$ cat src/rtl/ym_audio_pkg.sv
// Shared audio sample types and I2S frame constants for the ym audio path.
package ym_audio_pkg;
  localparam int SAMPLE_W   = 16;
  localparam int FRAME_BITS = 32;
  localparam int BIT_IDX_W  = $clog2(FRAME_BITS);

  typedef logic [SAMPLE_W-1:0]  sample_t;
  typedef logic [BIT_IDX_W-1:0] bit_idx_t;

  // Word select is high from the bit before the right MSB up to the bit before the next left MSB.
  localparam bit_idx_t LR_RISE_N = bit_idx_t'(15);
  localparam bit_idx_t LR_FALL_N = bit_idx_t'(31);
  localparam bit_idx_t LAST_BIT  = bit_idx_t'(FRAME_BITS-1);

  function automatic logic lr_of(input bit_idx_t n);
    return (n >= LR_RISE_N) && (n != LR_FALL_N);
  endfunction
endpackage

$ cat src/rtl/ym_bclk_div.sv
// BCLK generator: divides phiM by 2*BCLK_DIV and flags the edge cycles.
module ym_bclk_div #(
  parameter int BCLK_DIV = 1
) (
  input  logic phiM,
  input  logic IC,
  output logic bclk,
  output logic fall_stb,
  output logic rise_stb
);
  localparam int CW = (BCLK_DIV > 1) ? $clog2(BCLK_DIV) : 1;
  localparam logic [CW-1:0] LAST = CW'(BCLK_DIV-1);

  logic [CW-1:0] div_cnt;
  logic          wrap;

  assign wrap     = (div_cnt == LAST);
  assign fall_stb = wrap & bclk;
  assign rise_stb = wrap & ~bclk;

  always_ff @(posedge phiM or posedge IC) begin
    if (IC) begin
      div_cnt <= '0;
      bclk    <= 1'b0;
    end else if (wrap) begin
      div_cnt <= '0;
      bclk    <= ~bclk;
    end else begin
      div_cnt <= div_cnt + 1'b1;
    end
  end
endmodule

$ cat src/rtl/ym_i2s_tx.sv
// Mono-to-stereo Philips I2S master transmitter with a one-sample holding register.
// Optional saturating underrun counter when YM_UNDERRUN_CNT_EN is defined.
module ym_i2s_tx
  import ym_audio_pkg::*;
#(
  parameter int BCLK_DIV = 1
) (
  input  logic        phiM,
  input  logic        IC,
`ifdef YM_UNDERRUN_CNT_EN
  input  logic        underrun_clr,
  output logic [7:0]  underrun_cnt,
`endif
  input  sample_t     sample_in,
  input  logic        sample_valid,
  output logic        sample_ready,
  output logic        bclk,
  output logic        lrclk,
  output logic        sdata,
  output logic        underrun
);
  logic                  fall_stb;
  logic                  full;
  sample_t               hold;
  logic [FRAME_BITS-1:0] shift;
  bit_idx_t              bit_cnt;
  bit_idx_t              n_next;

  ym_bclk_div #(.BCLK_DIV(BCLK_DIV)) u_div (
    .phiM     (phiM),
    .IC       (IC),
    .bclk     (bclk),
    .fall_stb (fall_stb),
    .rise_stb ()
  );

  assign sample_ready = ~full;
  assign n_next       = bit_cnt + 1'b1;

  always_ff @(posedge phiM or posedge IC) begin
    if (IC) begin
      lrclk    <= 1'b0;
      sdata    <= 1'b0;
      underrun <= 1'b0;
      hold     <= '0;
      full     <= 1'b0;
      shift    <= '0;
      bit_cnt  <= LAST_BIT;
    end else begin
      underrun <= 1'b0;
      if (fall_stb) begin
        bit_cnt <= n_next;
        lrclk   <= lr_of(n_next);
        if (n_next == '0) begin
          // hold is left intact so a starved frame replays the last sample
          shift <= {hold, hold};
          sdata <= hold[SAMPLE_W-1];
          if (full) full     <= 1'b0;
          else      underrun <= 1'b1;
        end else begin
          sdata <= shift[LAST_BIT - n_next];
        end
      end
      // full is clear here only when no frame-start consume happened this cycle
      if (sample_valid && !full) begin
        hold <= sample_in;
        full <= 1'b1;
      end
    end
  end

`ifdef YM_UNDERRUN_CNT_EN
  always_ff @(posedge phiM or posedge IC) begin
    if (IC)                                 underrun_cnt <= '0;
    else if (underrun_clr)                  underrun_cnt <= '0;
    else if (underrun && underrun_cnt != 8'hFF) underrun_cnt <= underrun_cnt + 1'b1;
  end
`endif
endmodule
$ cat config.mk
export PLATFORM = sky130hd
export DESIGN_NAME = ym_i2s_tx
export DESIGN_NICKNAME = d
export VERILOG_FILES = /design/src/rtl/ym_audio_pkg.sv /design/src/rtl/ym_bclk_div.sv /design/src/rtl/ym_i2s_tx.sv
export SDC_FILE = /design/constraint.sdc
export NUM_CORES = 1
export LEC_CHECK = 0
export ABC_AREA = 1
export CORE_MARGIN = 4
export CORE_UTILIZATION = 49
export CTS_CLUSTER_DIAMETER = 60
export DETAILED_ROUTE_END_ITERATION = 6
export HOLD_SLACK_MARGIN = 0.05
export PLACE_DENSITY = 0.85
export SYNTH_ARGS = -nofsm -noshare
export SYNTH_HDL_FRONTEND = slang
export SYNTH_SLANG_ARGS = --single-unit
export TNS_END_PERCENT = 30
$ cat constraint.sdc
create_clock -name phiM -period 1.75 [get_ports phiM]
set_input_delay 0.525 -clock phiM [delete_from_list [all_inputs] [get_ports phiM]]
set_output_delay 0.525 -clock phiM [all_outputs]
set_load 0.02 [all_outputs]
==> reports/metrics.cfg <==
[logic_synthesis]
syn_area_per_cell_sq_um = 10.1
synth.area.mux_share_pct = 8.98
syn_nets = 221
synth.distinct_cells = 25
synth-adder-area-share_pct = 1.87
ys_ff_latch = 42
synthSimpleGateAreaFrac_pct = 19.0
synth_compound_area_share_pct = 8.67
ys_warn_count = 0
synth-xor-area-share_pct = 0.436
syn_area_sq_um = 2010
yosysSeqAreaShare_pct = 52.7
synth_top_family_by_area = simple AND/OR/NAND/NOR gates
syn_inst = 199

[timing]
fin_crit_sh_pct = 105
tightest_slew_ns = 0.241
setup_violations = 18
hold_viol_final = 0
max_slew_margin_pct = 84.0
max_freq_mhz = 545
rsz0062_at_grt = yes
finalSetupTns_ns = -1.00
skew_ns = 0.00605
drv_slew = 0
final.min_clock_period_ns = 1.83
worst_slack_ns = -0.0846

[hold_path]
hold_path_class = register to register

[global_routing]
antenna_found_initial = 0
gr-total-overflow = 0
grt_max_degree = 43
grt_pass1_vias = 1363
track_usage_pct = 14.8
grt_pass1_wl_um = 5820

[detailed_routing]
drt-initial-drc-count = 107
postRouteAntennaNets = 0
routed-via-count = 1495
via_per_inst = 5.05
routed_wl_um = 4180
drc = 0
first_pass_iters = 5
wl_per_cell_um = 14.1

[critical_path]
arrival_ns = 2.06
critPathCaptureType = register
worstPathRequired_ns = 1.98
crit_type = register to register
cp_max_fo = 6
cp-start-kind = register

[finish]
layout-drive-gt1-share_pct = 35.8
diodes = 0
utilization_pct = 67.3
stdcell_area_sq_um = 2670
area_growth_pct = 33.2
layout.nets = 267

[place]
port_buffers = 23
dp_hpwl_um = 2410
gp_congestion = 0.830
dpl_cell_area_sq_um = 2370

[floorplanning]
die_area_sq_um = 5180
io_pins = 24
rows = 23
die_w_um = 72
placeableCoreArea_sq_um = 3970
die_height_um = 72
start_util_pct = 50.5

[power_and_ir_drop]
power.total_mw = 1.79
leakage_nw = 1.35
power.density_nw_per_um2 = 669
irDropWorstVdd_uv = 711

[clock_tree]
clk_latency_ns = 0.30
cts_root_buf = clkbuf_8
clkTransAtPathRegs_ns = 0.08
cts_buffer_depth = 2
clock_sinks = 42
cts_tree = built
tritoncts.num_buffers = 5
cts_max_level = 2

[status]
status = finished with violations
violations = negative setup slack

[job]
maxCapViolations = 0

flip-flops by register name, indices dropped and copies added, names as in the netlist:
signal,count
sdata,1
shift,16
bit_cnt,5
hold,16
full,1
underrun,1
lrclk,1
u_div.bclk,1
final cells by class:
class | instances | area (sq um)
fillers | 292 | 1300
flip-flops and latches | 42 | 1060
multi-input cells | 122 | 836
repair buffers | 45 | 499
inverters | 29 | 109
clock buffers | 5 | 68.8
well taps | 50 | 62.6
clock inverters | 3 | 40.0
worst max-delay path, cell delays in order (launching register included):
cell and delay (ns):
dfstp_2 0.58, buf_6 0.12, nand3_1 0.09, nand2_2 0.11, nand2_4 0.07, nor2_4 0.15, nand2_4 0.09, nor2_8 0.24
clkbuf_16 0.20, nand2_1 0.06, o21ai_2 0.05
metrics by stage:
step / hold WS (ns) / worst slack (ns) / std cells
global placement: 0.428 / 0.0551 / 277
CTS: 0.440 / 0.000734 / 285
finish: 0.445 / -0.0846 / 296
detailed placement: 0.427 / 0.0181 / 277
floorplan: 0.410 / 0.0679 / 199
global route: 0.459 / -0.142 / 296
power by group:
| part | internal (mW) | switching (mW) |
|---|---|---|
| Combinational | 0.0396 | 0.0232 |
| Clock | 0.420 | 0.334 |
| Sequential | 0.970 | 0 |
per-layer routing:
layer / part of all wire (%) / vias to the layer above / GRT usage [%]
li1: - / 728 / -
met1: 40 / 731 / 17.1
met2: 54 / 30 / 25.1
met3: 4.1 / 6 / 4.99
met4: 1.9 / 0 / 6.26
met5: 0 / - / 0
kinds of logic (layout without fill, tap and decap cells):
kind of cell / after synthesis / in the layout
multiplexers: 16 / 16
AND/OR/NAND/NOR: 79 / 79
flip-flops: 42 / 42
adder cells (fa/ha/maj): 3 / 3
buffers and inverters: 35 / 82
AO/OA/AOI/OAI: 23 / 23
XOR/XNOR: 1 / 1
path summary, 6_finish.rpt:
kind	start	endpoint	slack [ns]	depth (start not counted)
setup / recovery	bit_cnt[1]	shift[23]	-0.08	10
hold / removal	full	underrun	0.44	1
setup reg to reg	bit_cnt[1]	shift[23]	-0.08	10
hold reg to reg	full	underrun	0.44	1
max in group asynchronous	IC	bit_cnt[4]	0.92	3
min in group asynchronous	IC	hold[2]	0.58	3
cells in the mapped netlist:
master,instances,area share (%)
a21oi_1,1,0.25
buf_1,1,0.19
buf_12,1,1.0
buf_2,2,0.50
buf_6,1,0.56
buf_8,1,0.75
clkinv_1,2,0.37
dfrtp_1,37,46
dfstp_2,5,6.5
ha_1,3,1.9
inv_1,27,5.1
mux2_2,16,9.0
nand2_1,46,8.6
nand2_2,8,2.5
nand2_4,1,0.56
nand3_1,17,4.2
nand4_1,4,1.2
nor2_4,1,0.56
nor2_8,1,1.0
nor3_1,1,0.25
o21ai_0,4,1.0
o21ai_1,2,0.50
o21ai_2,15,6.5
o21bai_1,1,0.37
xor2_1,1,0.44
layout by cell type (no fill, tap or decap), types with 12 or more instances in the layout:
master           instances
o21ai_2                 17
nand3_1                 16
clkdlybuf4s50_1         18
nand2_1                 41
nand2_2                 12
mux2_2                  16
dfrtp_1                 37
inv_1                   26
buf_4                   13
timing repair:
action                                  CTS  global route
endpoints found under the setup margin    6            19
setup buffers                             0             7
cloned                                    0             4
gates resized for setup                   6            14
hold buffers                              0             0
pin swaps                                 0            11
hold endpoints to repair                  0             0
(Power assumes the default switching activity.)
